**config.mk**
```make
export PLATFORM = sky130hd
export DESIGN_NAME = vend_dispense_ctrl
export DESIGN_NICKNAME = d
export VERILOG_FILES = /design/src/rtl/vend_dispense_ctrl.sv
export SDC_FILE = /design/constraint.sdc
export NUM_CORES = 1
export LEC_CHECK = 0
export BUFFER_PORTS_ARGS = -buffer_cell sky130_fd_sc_hd__buf_2
export CAP_MARGIN = 20
export CORE_ASPECT_RATIO = 0.8
export CORE_MARGIN = 10
export CORE_UTILIZATION = 43
export CTS_CLUSTER_DIAMETER = 120
export CTS_CLUSTER_SIZE = 30
export DETAILED_ROUTE_END_ITERATION = 16
export PLACE_DENSITY = 0.68
export SYNTH_ARGS = -nofsm -noshare
export SYNTH_HDL_FRONTEND = slang
export SYNTH_SLANG_ARGS = --single-unit
```
**constraint.sdc**
```tcl
create_clock -name clk -period 4.83 [get_ports clk]
set_clock_uncertainty 0.05 [all_clocks]
set_input_delay 0.966 -clock clk [delete_from_list [all_inputs] [get_ports clk]]
set_output_delay 0.966 -clock clk [all_outputs]
set_load 0.02 [all_outputs]
```
**src/rtl/vend_dispense_ctrl.sv**
```systemverilog
`timescale 1ns/1ps
`default_nettype none
// ============================================================================
// Module      : vend_dispense_ctrl
// Description : Dispense back-end for the vending machine. Queues the
//               single-cycle "drink sold" and "0.5 rmb change owed" pulses,
//               then plays them out as timed, mutually exclusive actuator
//               pulses (drink motor / coin ejector), each followed by an idle
//               gap. Keeps the lifetime sold counter and reports busy and
//               overflow status to the display logic.
//
// Ports       : clk           - system clock
//               rst_n         - asynchronous active-low reset
//               i_vend        - one-cycle pulse, one drink to dispense
//               i_change      - one-cycle pulse, one 0.5 rmb coin to return
//               o_motor       - drink-release motor enable
//               o_coin_eject  - change ejector enable
//               o_busy        - not idle, or any request still queued
//               o_pend_vend   - queued drinks not yet started
//               o_pend_change - queued coins not yet started
//               o_sell_total  - drinks fully dispensed (wraps)
//               o_overflow    - sticky, a request was dropped at saturation
//
// Revision    : 1.0 - initial release
// ============================================================================
module vend_dispense_ctrl #(
  parameter int MOTOR_CYCLES  = 1000,
  parameter int CHANGE_CYCLES = 500,
  parameter int GAP_CYCLES    = 100,
  parameter int PEND_W        = 3,
  parameter int CNT_W         = 8
) (
  input  logic              clk,
  input  logic              rst_n,
  input  logic              i_vend,
  input  logic              i_change,
  output logic              o_motor,
  output logic              o_coin_eject,
  output logic              o_busy,
  output logic [PEND_W-1:0] o_pend_vend,
  output logic [PEND_W-1:0] o_pend_change,
  output logic [CNT_W-1:0]  o_sell_total,
  output logic              o_overflow
);

  // --------------------------------------------------------------------------
  // Timer sizing: one down-counter shared by every timed state, wide enough
  // for the longest of the three durations.
  // --------------------------------------------------------------------------
  localparam int c_MAX_A   = (MOTOR_CYCLES > CHANGE_CYCLES) ? MOTOR_CYCLES : CHANGE_CYCLES;
  localparam int c_MAX_CYC = (c_MAX_A > GAP_CYCLES) ? c_MAX_A : GAP_CYCLES;
  localparam int c_TMR_W   = (c_MAX_CYC > 1) ? $clog2(c_MAX_CYC) : 1;

  // The timer is loaded with N-1 on entry and the state is left on the edge
  // where it reads zero, giving exactly N cycles in the state.
  localparam logic [c_TMR_W-1:0] c_MOTOR_LD  = c_TMR_W'(MOTOR_CYCLES - 1);
  localparam logic [c_TMR_W-1:0] c_CHANGE_LD = c_TMR_W'(CHANGE_CYCLES - 1);
  localparam logic [c_TMR_W-1:0] c_GAP_LD    = c_TMR_W'(GAP_CYCLES - 1);
  localparam logic [c_TMR_W-1:0] c_TMR_ZERO  = '0;

  localparam logic [PEND_W-1:0]  c_PEND_MAX  = {PEND_W{1'b1}};
  localparam logic [PEND_W-1:0]  c_PEND_ZERO = '0;
  localparam logic [PEND_W-1:0]  c_PEND_ONE  = PEND_W'(1);
  localparam logic [CNT_W-1:0]   c_CNT_ONE   = CNT_W'(1);

  // One-hot state encoding, explicit 4-bit width.
  typedef enum logic [3:0] {
    S_IDLE   = 4'b0001,
    S_MOTOR  = 4'b0010,
    S_CHANGE = 4'b0100,
    S_GAP    = 4'b1000
  } state_t;

  state_t             r_state;
  state_t             w_state_nxt;
  logic [c_TMR_W-1:0] r_tmr;
  logic [c_TMR_W-1:0] w_tmr_nxt;

  logic [PEND_W-1:0]  r_pend_vend;
  logic [PEND_W-1:0]  r_pend_change;
  logic [CNT_W-1:0]   r_sell_total;
  logic               r_overflow;

  logic               w_tmr_zero;
  logic               w_vend_dec;   // a queued drink starts service this edge
  logic               w_chg_dec;    // a queued coin starts service this edge
  logic               w_sell_inc;   // a drink completes this edge
  logic               w_vend_drop;
  logic               w_chg_drop;

  assign w_tmr_zero = (r_tmr == c_TMR_ZERO);

  // --------------------------------------------------------------------------
  // State register and timer
  // --------------------------------------------------------------------------
  always_ff @(posedge clk or negedge rst_n) begin
    if (!rst_n) begin
      r_state <= S_IDLE;
      r_tmr   <= c_TMR_ZERO;
    end else begin
      r_state <= w_state_nxt;
      r_tmr   <= w_tmr_nxt;
    end
  end

  // --------------------------------------------------------------------------
  // Next-state, timer and queue-service decode
  // --------------------------------------------------------------------------
  always_comb begin
    w_state_nxt = r_state;
    w_tmr_nxt   = r_tmr;
    w_vend_dec  = 1'b0;
    w_chg_dec   = 1'b0;
    w_sell_inc  = 1'b0;

    case (r_state)
      S_IDLE: begin
        // Drinks before change, so the customer gets the drink first.
        if (r_pend_vend != c_PEND_ZERO) begin
          w_state_nxt = S_MOTOR;
          w_tmr_nxt   = c_MOTOR_LD;
          w_vend_dec  = 1'b1;
        end else if (r_pend_change != c_PEND_ZERO) begin
          w_state_nxt = S_CHANGE;
          w_tmr_nxt   = c_CHANGE_LD;
          w_chg_dec   = 1'b1;
        end
      end

      S_MOTOR: begin
        if (w_tmr_zero) begin
          w_state_nxt = S_GAP;
          w_tmr_nxt   = c_GAP_LD;
          w_sell_inc  = 1'b1;
        end else begin
          w_tmr_nxt = r_tmr - 1'b1;
        end
      end

      S_CHANGE: begin
        if (w_tmr_zero) begin
          w_state_nxt = S_GAP;
          w_tmr_nxt   = c_GAP_LD;
        end else begin
          w_tmr_nxt = r_tmr - 1'b1;
        end
      end

      S_GAP: begin
        if (w_tmr_zero) begin
          w_state_nxt = S_IDLE;
          w_tmr_nxt   = c_TMR_ZERO;
        end else begin
          w_tmr_nxt = r_tmr - 1'b1;
        end
      end

      default: begin
        // Not a legal one-hot code: recover to a quiet state.
        w_state_nxt = S_IDLE;
        w_tmr_nxt   = c_TMR_ZERO;
      end
    endcase
  end

  // A pulse is dropped only when the queue is full and nothing leaves it on
  // the same edge; a simultaneous start frees the slot the pulse needs.
  assign w_vend_drop = i_vend   && !w_vend_dec && (r_pend_vend   == c_PEND_MAX);
  assign w_chg_drop  = i_change && !w_chg_dec  && (r_pend_change == c_PEND_MAX);

  // --------------------------------------------------------------------------
  // Pending queues, sold counter and sticky overflow
  // --------------------------------------------------------------------------
  always_ff @(posedge clk or negedge rst_n) begin
    if (!rst_n) begin
      r_pend_vend   <= c_PEND_ZERO;
      r_pend_change <= c_PEND_ZERO;
      r_sell_total  <= '0;
      r_overflow    <= 1'b0;
    end else begin
      case ({i_vend, w_vend_dec})
        2'b10:   if (!w_vend_drop) r_pend_vend <= r_pend_vend + c_PEND_ONE;
        2'b01:   r_pend_vend <= r_pend_vend - c_PEND_ONE;
        default: r_pend_vend <= r_pend_vend;
      endcase

      case ({i_change, w_chg_dec})
        2'b10:   if (!w_chg_drop) r_pend_change <= r_pend_change + c_PEND_ONE;
        2'b01:   r_pend_change <= r_pend_change - c_PEND_ONE;
        default: r_pend_change <= r_pend_change;
      endcase

      // Natural modulo wrap; wrapping is not an overflow condition.
      if (w_sell_inc) r_sell_total <= r_sell_total + c_CNT_ONE;

      if (w_vend_drop || w_chg_drop) r_overflow <= 1'b1;
    end
  end

  // --------------------------------------------------------------------------
  // Outputs. Actuators decode straight from the state register so they drop
  // the instant reset is asserted and can never be high together.
  // --------------------------------------------------------------------------
  assign o_motor       = (r_state == S_MOTOR);
  assign o_coin_eject  = (r_state == S_CHANGE);
  assign o_busy        = (r_state != S_IDLE) || (r_pend_vend != c_PEND_ZERO) ||
                         (r_pend_change != c_PEND_ZERO);
  assign o_pend_vend   = r_pend_vend;
  assign o_pend_change = r_pend_change;
  assign o_sell_total  = r_sell_total;
  assign o_overflow    = r_overflow;

endmodule
`default_nettype wire
```
Word level (Yosys, flattened, before mapping)

Cells that the tools add are included.
Widths: inputs -> output; s select.

Logic and storage cells: 67
Input bits: 4
Register bits after elaboration: 29
Output and inout port bits: 18

Add/subtract/negate cells: 6
Reduce and logical (&&, ||, !) cells: 18
Equality and inequality tests: 16
Muxes and demuxes: 21

Operators by type and width:

| kind                  | count |
|---|---|
| $mux 10               | 4 |
| $pmux 10 s3           | 1 |
| $mux 4                | 4 |
| $pmux 3 s2            | 2 |
| $pmux 4 s3            | 1 |
| $logic_not 10->1      | 1 |
| $sub 10x1->10 const B | 1 |
| $add 8x1->8 const B   | 1 |
| $mux 1                | 7 |
| $add 3x1->3 const B   | 2 |
| $eq 3x3->1 const B    | 2 |
| $mux 3                | 2 |
| $ne 2x2->1 const B    | 3 |
| $reduce_bool 3->1     | 2 |
| $sub 3x1->3 const B   | 2 |
| $eq 2x1->1 const B    | 2 |
| $eq 2x2->1 const B    | 2 |
| $eq 4x1->1 const B    | 1 |
| $eq 4x2->1 const B    | 1 |
| $eq 4x3->1 const B    | 1 |
| $eq 4x4->1 const B    | 1 |
| $logic_and 1x1->1     | 4 |
| $ne 4x1->1 const B    | 1 |
| $reduce_and 2->1      | 2 |
| 7 further kinds       | 11 |

Longest topological paths before layout

Gate-level depths: netlist of run 1.

Depth in word-level cells: 9
Mapped depth: 10

Worst setup path after synthesis of run 1

OpenSTA, ideal clock, no wires.

Path kind: register to register
From: register r_state[0]
To: register r_pend_vend[1] (netlist: o_pend_vend[1])
Path buffers: 1
Data required time: 4.643 ns
Clock period less this slack: 2.591 ns
Cell stages (with the launch flop): 10
Data arrival time: 2.403 ns
Setup slack: 2.239 ns
Path through: dfstp_2 > or4b_4 > buf_6 > nor2_1 > nand2_1 > fa_1 > inv_1 > and3_1 > a21oi_1 > o211ai_1

Word-level cells in the longest chain between the ends: 7

RTL lines:

| element                         | line | text |
|---|---|---|
| start, declared                 | 74   | `state_t r_state;` |
| start signal, assigned          | 101  | `r_state <= w_state_nxt;` |
| $eq 4x1->1 (*)                  | 116  | `case (r_state)` |
| $mux 1 (*)                      | 116  |  |
| $logic_not 1->1                 | 168  | `assign w_vend_drop = i_vend && !w_vend_dec && (r_pend_vend == c_PEND_MAX);` |
| $logic_and 1x1->1 (2 in series) | 168  |  |
| $ne 2x2->1 (no line)            | n/a  |  |
| $reduce_and 2->1 (no line)      | n/a  |  |
| end signal, assigned            | 176  | `r_pend_vend <= c_PEND_ZERO;` |
| end signal, assigned            | 182  | `2'b10: if (!w_vend_drop) r_pend_vend <= r_pend_vend + c_PEND_ONE;` |
| end signal, assigned            | 183  | `2'b01: r_pend_vend <= r_pend_vend - c_PEND_ONE;` |
| end, declared                   | 79   | `logic [PEND_W-1:0] r_pend_vend;` |

Mark *: on every way between the ends. The rest lies on a longest branch, timed or not.
A chain may end at the register's enable or synchronous reset.

Worst setup path after layout of run 1

From: register r_pend_vend[0] (netlist: o_pend_vend[0])
To: output port o_busy

Word-level cells in the longest chain between the ends: 3

RTL lines:

| element                        | line | text |
|---|---|---|
| $reduce_bool 3->1              | 206  | `assign o_busy = (r_state != S_IDLE) \|\| (r_pend_vend != c_PEND_ZERO) \|\|` |
| $logic_or 1x1->1 (2 in series) | 206  |  |
| end, declared                  | 39   | `output logic o_busy,` |

No other way between the ends.

==> results.py, run 1 <==
metrics = {
    "status": {
        "outcome": "completed",
    },
    "timing": {
        "rsz0062_at_grt": "false",
        "hold_viol_final": 0,
        "layout_min_cycle_time_ps": 3170,
        "worstMarginPinSlew_ps": 765,
        "slew_violations": 0,
        "final.setup.tns_ps": 0,
        "fmax_mhz": 316,
        "finalCritPeriodShare_pct": 65.6,
        "setup_viol": 0,
        "relSlewSlack_pct": 48.3,
    },
    "routing": {
        "met1_length_um": 2250,
        "post_drt_wl_per_cell_um": 16.4,
        "wl_met3_um": 362,
        "drt_first_pass_iters": 4,
        "routed_wl_um": 4570,
        "ant_nets": 0,
        "via_per_inst": 6.06,
        "vias": 1690,
        "highest_layer": "met4",
        "met2_length_um": 1930,
        "drc": 0,
        "drtIter0Drc": 120,
    },
    "yosys": {
        "synth_area_leader_cell": "dfrtp_1",
        "yosysMostFrequentCell": "dfrtp_1",
        "synth-edff-count": 0,
        "synth_commonest_cells": "dfrtp_1 (28), a21oi_1 (14), inv_1 (14), nor2_1 (12)",
        "yosysSeqAreaShare_pct": 37.2,
        "netlist.area_leader.share_pct": 35.8,
        "ys.flop_type": "dfrtp_1",
        "synthTopCellsByArea": "dfrtp_1 (36%), a21oi_1 (3.6%), xnor2_1 (3.1%)",
        "synthesis.area_mm2": 0.00196,
        "syn-num-nets": 213,
        "synth-warning-count": 0,
        "syn_inst": 205,
        "ys_types": 62,
        "synthArstFlopShare_pct": 100,
        "synth.avg_cell_area_um2": 9.54,
        "synth-seq-cells": 29,
    },
    "setup_path": {
        "cp_data_arrival_time_ps": 2150,
        "cp.required_ps": 3810,
        "worstSetupPathType": "flip-flop to output pin",
        "end_kind": "output pin",
        "startpoint_type": "flip-flop",
        "critPathMaxFanout": 10,
    },
    "clock_network": {
        "cts_tree": "built",
        "hold_buffers": 0,
        "cts-root-buf": "clkbuf_8",
        "clk_latency_ps": 280,
        "post_cts_buffers": 0,
        "cts.path.max_buffers": 2,
        "cts-resized-gates": 0,
        "cts.sinks": 29,
        "h-tree-depth": 2,
        "clk_pin_slew_ps": 60,
        "cts_made_buffers": 5,
    },
    "final_layout": {
        "syn_to_final_growth_pct": 11.0,
        "fill_cells": 394,
        "ff_latch_area_um2": 727,
        "utilization_pct": 50.7,
        "drive_gt1_share_pct": 20.7,
        "antennaDiodeCount": 0,
        "multi_input_area_mm2": 0.00109,
        "finish.net_count": 229,
    },
    "grt": {
        "grt_max_degree": 30,
        "grt_remaining_overflow": 0,
        "first_global_vias": 1544,
        "grt_usage_pct": 12.3,
        "grt_pass1_wl_um": 7630,
        "antenna_found_initial": 0,
    },
    "job": {
        "drv_cap": 0,
    },
    "die": {
        "chipWidth_um": 95.4,
        "start_util_pct": 45.7,
        "die_area_mm2": 0.00766,
        "core-area_mm2": 0.00428,
        "std_cell_rows": 21,
        "die_h_um": 80.3,
        "io_pins": 22,
    },
    "placed_design": {
        "place_congestion": 0.853,
        "portBuffers": 21,
        "dp_hpwl_um": 3260,
    },
    "power": {
        "leakage_nw": 0.946,
        "vdd_ir_drop_max_v": 0.000328,
        "power.density_mw_per_mm2": 672,
    },
    "worst_hold_path": {
        "holdCritPathClass": "flip-flop to flip-flop",
    },
}
[final timing paths]
path | from | to | slack (ps) | depth (start not counted)
min in group asynchronous | rst_n | r_tmr[7] | 670 | 1
worst max-delay path | o_pend_vend[0] | o_busy | 1660 | 4
worst min register to register | o_sell_total[4] | o_sell_total[4] | 430 | 1
worst max register to register | r_state[2] | o_pend_change[2] | 2050 | 7
max in group asynchronous | rst_n | o_overflow | 3640 | 1
worst min-delay path | o_sell_total[4] | o_sell_total[4] | 430 | 1
[sequential cells by signal, indices dropped and copies added, names as in the netlist]
signal         flops
r_state            4
o_sell_total       8
o_pend_vend        3
r_tmr             10
o_overflow         1
o_pend_change      3
[metal layers]
layer | GRT usage, % | vias to the layer above
li1 | - | 814
met1 | 17.3 | 815
met2 | 17.1 | 56
met3 | 4.46 | 5
met4 | 3.53 | 0
met5 | 0 | -
[critical path, cell delays in order (launching register included)]
cell	delay (ps)
dfrtp_1	470
nor3_1	640
and3_1	470
inv_1	110
buf_2	180
[where the power goes]
| group | total (W) | switching [W] | internal, W |
|---|---|---|---|
| Combinational | 0.000720 | 0.000412 | 0.000308 |
| Clock | 0.000259 | 0.0000913 | 0.000168 |
| Sequential | 0.000479 | 0.000151 | 0.000328 |
| Total | 0.00146 | 0.000655 | 0.000804 |
[metrics by stage]
stage	hold slack [ps]	setup WS, ps	std cells	total power [W]	area [um2]
2_1_floorplan	460	2240	205	0.00104	1960
3_3_place_gp	406	2000	271	0.00118	2050
3_5_place_dp	430	1960	271	0.00119	2050
4_1_cts	442	1660	279	0.00146	2170
5_1_grt	481	1500	279	0.00158	2170
6_report	429	1660	279	0.00146	2170
[cells in the final DEF (no fill, tap or decap), types with 7 or more instances in the layout]
cell,n
xnor2_1,7
nand2_1,8
nor2_1,12
o21ai_0,8
buf_2,21
a21oi_1,14
dfrtp_1,28
inv_1,14
[logic make-up (layout without fill, tap and decap cells)]
kind of cell             Yosys count  in the layout  synth area share (%)
XOR/XNOR                           9              9                  4.03
adder cells (fa/ha/maj)            4              4                  3.33
AND/OR/NAND/NOR                   68             68                  23.2
AO/OA/AOI/OAI                     64             64                  23.4
flip-flops                        29             29                  37.2
buffers and inverters             28             45                  7.23
multiplexers                       3              3                  1.66
[area by class of cell]
type | instances | share of cell area [%]
Clock buffer | 7 | 3.98
Clock inverter | 1 | 1.38
Inverter | 15 | 2.59
Multi-Input combinational cell | 148 | 50.1
Sequential cell | 29 | 33.5
Tap cell | 57 | 3.29
Timing Repair Buffer | 22 | 5.19
Power figures use the tool's default switching activity.
==> run 2: changes to the inputs <==
==> constraint.sdc (replaced) <==
create_clock -name clk -period 3 [get_ports clk]
set_clock_uncertainty 0.05 [all_clocks]
set_input_delay 0.6 -clock clk [delete_from_list [all_inputs] [get_ports clk]]
set_output_delay 0.6 -clock clk [all_outputs]
set_load 0.02 [all_outputs]
==> run 2 against run 1 <==
Global-route usage fell by 0.28 points. Clock-buffer cell count fell by 2. Core utilization is 0.35 points higher. First-iteration DRC count rose by 81%. Final cell count up 2.2%. Via count decreased by 0.12%. Sequential power grew 57%. Combinational power up 67%. Largest power group unchanged.
==> results.py, run 2 (synthesized netlist as in run 1, its figures left out) <==
metrics = {
    "power": {
        "power.density_mw_per_mm2": 1040,
        "leakage_nw": 0.963,
        "vdd_ir_drop_max_v": 0.000442,
    },
    "setup_path": {
        "cpLargestDelayFamily": "simple AND/OR/NAND/NOR gates",
        "worstSetupPathType": "flip-flop to flip-flop",
        "end_kind": "flip-flop",
        "cpMaxStageDelayCell": "dfstp_2",
        "path_cells": "or4b_4 -> nor3_4 -> nand2_1 -> fa_1 -> a2111oi_0 -> a31o_2 -> a221oi_2",
        "path_buf_inv": 0,
        "startpoint_type": "flip-flop",
        "cp_data_arrival_time_ps": 2800,
        "cp.required_ps": 3100,
        "critPathMaxFanout": 13,
        "cp_slowest_stage_delay_ps": 610,
    },
    "final_layout": {
        "regMostFlops": "r_tmr",
        "fill_cells": 387,
        "ff_latch_area_um2": 727,
        "final_cells": 285,
        "layout_common_cells": "dfrtp_1 (28), buf_2 (21), inv_1 (14), a21oi_1 (14), nor2_1 (12)",
        "syn_to_final_growth_pct": 11.8,
        "finish.net_count": 235,
        "antennaDiodeCount": 0,
        "final_common_cell": "dfrtp_1",
        "largest_reg_flops": 10,
        "multi_input_area_mm2": 0.00109,
        "drive_gt1_share_pct": 23.2,
    },
    "clock_network": {
        "cts-root-buf": "clkbuf_8",
        "clk_latency_ps": 280,
        "cts_tree": "built",
        "post_cts_buffers": 0,
        "hold_buffers": 0,
        "cts-resized-gates": 0,
        "clk_pin_slew_ps": 70,
        "cts_made_buffers": 5,
        "h-tree-depth": 2,
        "cts.sinks": 29,
        "cts.path.max_buffers": 2,
    },
    "die": {
        "start_util_pct": 45.7,
        "std_cell_rows": 21,
        "die_h_um": 80.3,
        "die_area_mm2": 0.00766,
        "io_pins": 22,
        "core-area_mm2": 0.00428,
        "chipWidth_um": 95.4,
    },
    "placed_design": {
        "dp_cells": 277,
        "portBuffers": 21,
        "place_ws_ps": 308,
        "place_congestion": 0.824,
        "dp_hpwl_um": 3260,
    },
    "timing": {
        "relSlewSlack_pct": 55.8,
        "slew_violations": 0,
        "rsz0062_at_grt": "false",
        "setup_ws_ps": 292,
        "fmax_mhz": 369,
        "finalCritPeriodShare_pct": 90.3,
        "hold_ws_ps": 295,
        "hold_viol_final": 0,
        "final.setup.tns_ps": 0,
        "worstMarginPinSlew_ps": 663,
        "setup_viol": 0,
        "layout_min_cycle_time_ps": 2710,
    },
    "routing": {
        "drt_first_pass_iters": 4,
        "routed_wl_um": 4540,
        "vias": 1688,
        "post_drt_wl_per_cell_um": 15.9,
        "ant_nets": 0,
        "drtIter0Drc": 217,
        "drc": 0,
        "via_per_inst": 5.92,
    },
    "worst_hold_path": {
        "holdCritPathClass": "input pin to asynchronous set/reset pin",
    },
    "grt": {
        "grt_max_degree": 30,
        "grt_pass1_wl_um": 7560,
        "grt_usage_pct": 12.0,
        "antenna_found_initial": 0,
        "first_global_vias": 1568,
        "grt_remaining_overflow": 0,
    },
    "job": {
        "drv_cap": 0,
    },
    "status": {
        "outcome": "completed",
    },
}
-- run 2: layer usage --
layer | track usage, % | vias to the layer above | part of all wire [%]
met5 | 0 | - | 0
met3 | 4.93 | 5 | 9.3
met4 | 2.65 | 0 | 0.75
met2 | 16.6 | 61 | 42
met1 | 17.0 | 798 | 48
li1 | - | 824 | -
-- run 2: final cells by class --
cell class,instances,area share [%]
clock buffer,5,3.15
tap,57,3.26
multi-input combinational,148,49.7
clock inverter,3,0.801
inverter,15,2.58
timing repair buffer,28,7.21
sequential,29,33.3
-- run 2: power breakdown --
part	leakage, nW	switching (W)	internal [W]	total, W
clock	0.0439	0.000161	0.000160	0.000321
combinational	0.556	0.000677	0.000518	0.00120
sequential	0.363	0.000225	0.000528	0.000753
-- run 2: path summary, 6_finish.rpt --
path	startpoint	end	slack [ps]	cells after the start
setup / recovery	r_state[0]	o_pend_change[2]	290	7
hold / removal	rst_n	r_tmr[8]	300	1
setup reg to reg	r_state[0]	o_pend_change[2]	290	7
hold reg to reg	o_sell_total[7]	o_sell_total[7]	410	1
max in group asynchronous	rst_n	o_overflow	2160	1
min in group clk	o_sell_total[7]	o_sell_total[7]	410	1
-- run 2: metrics by stage --
stage	cell area, um2	utilization [%]	power [W]
floorplan	1960	-	0.00167
global placement	2100	49.0	0.00192
detailed placement	2100	49.0	0.00194
CTS	2190	51.0	0.00226
global route	2190	51.0	0.00246
finish	2190	51.0	0.00227
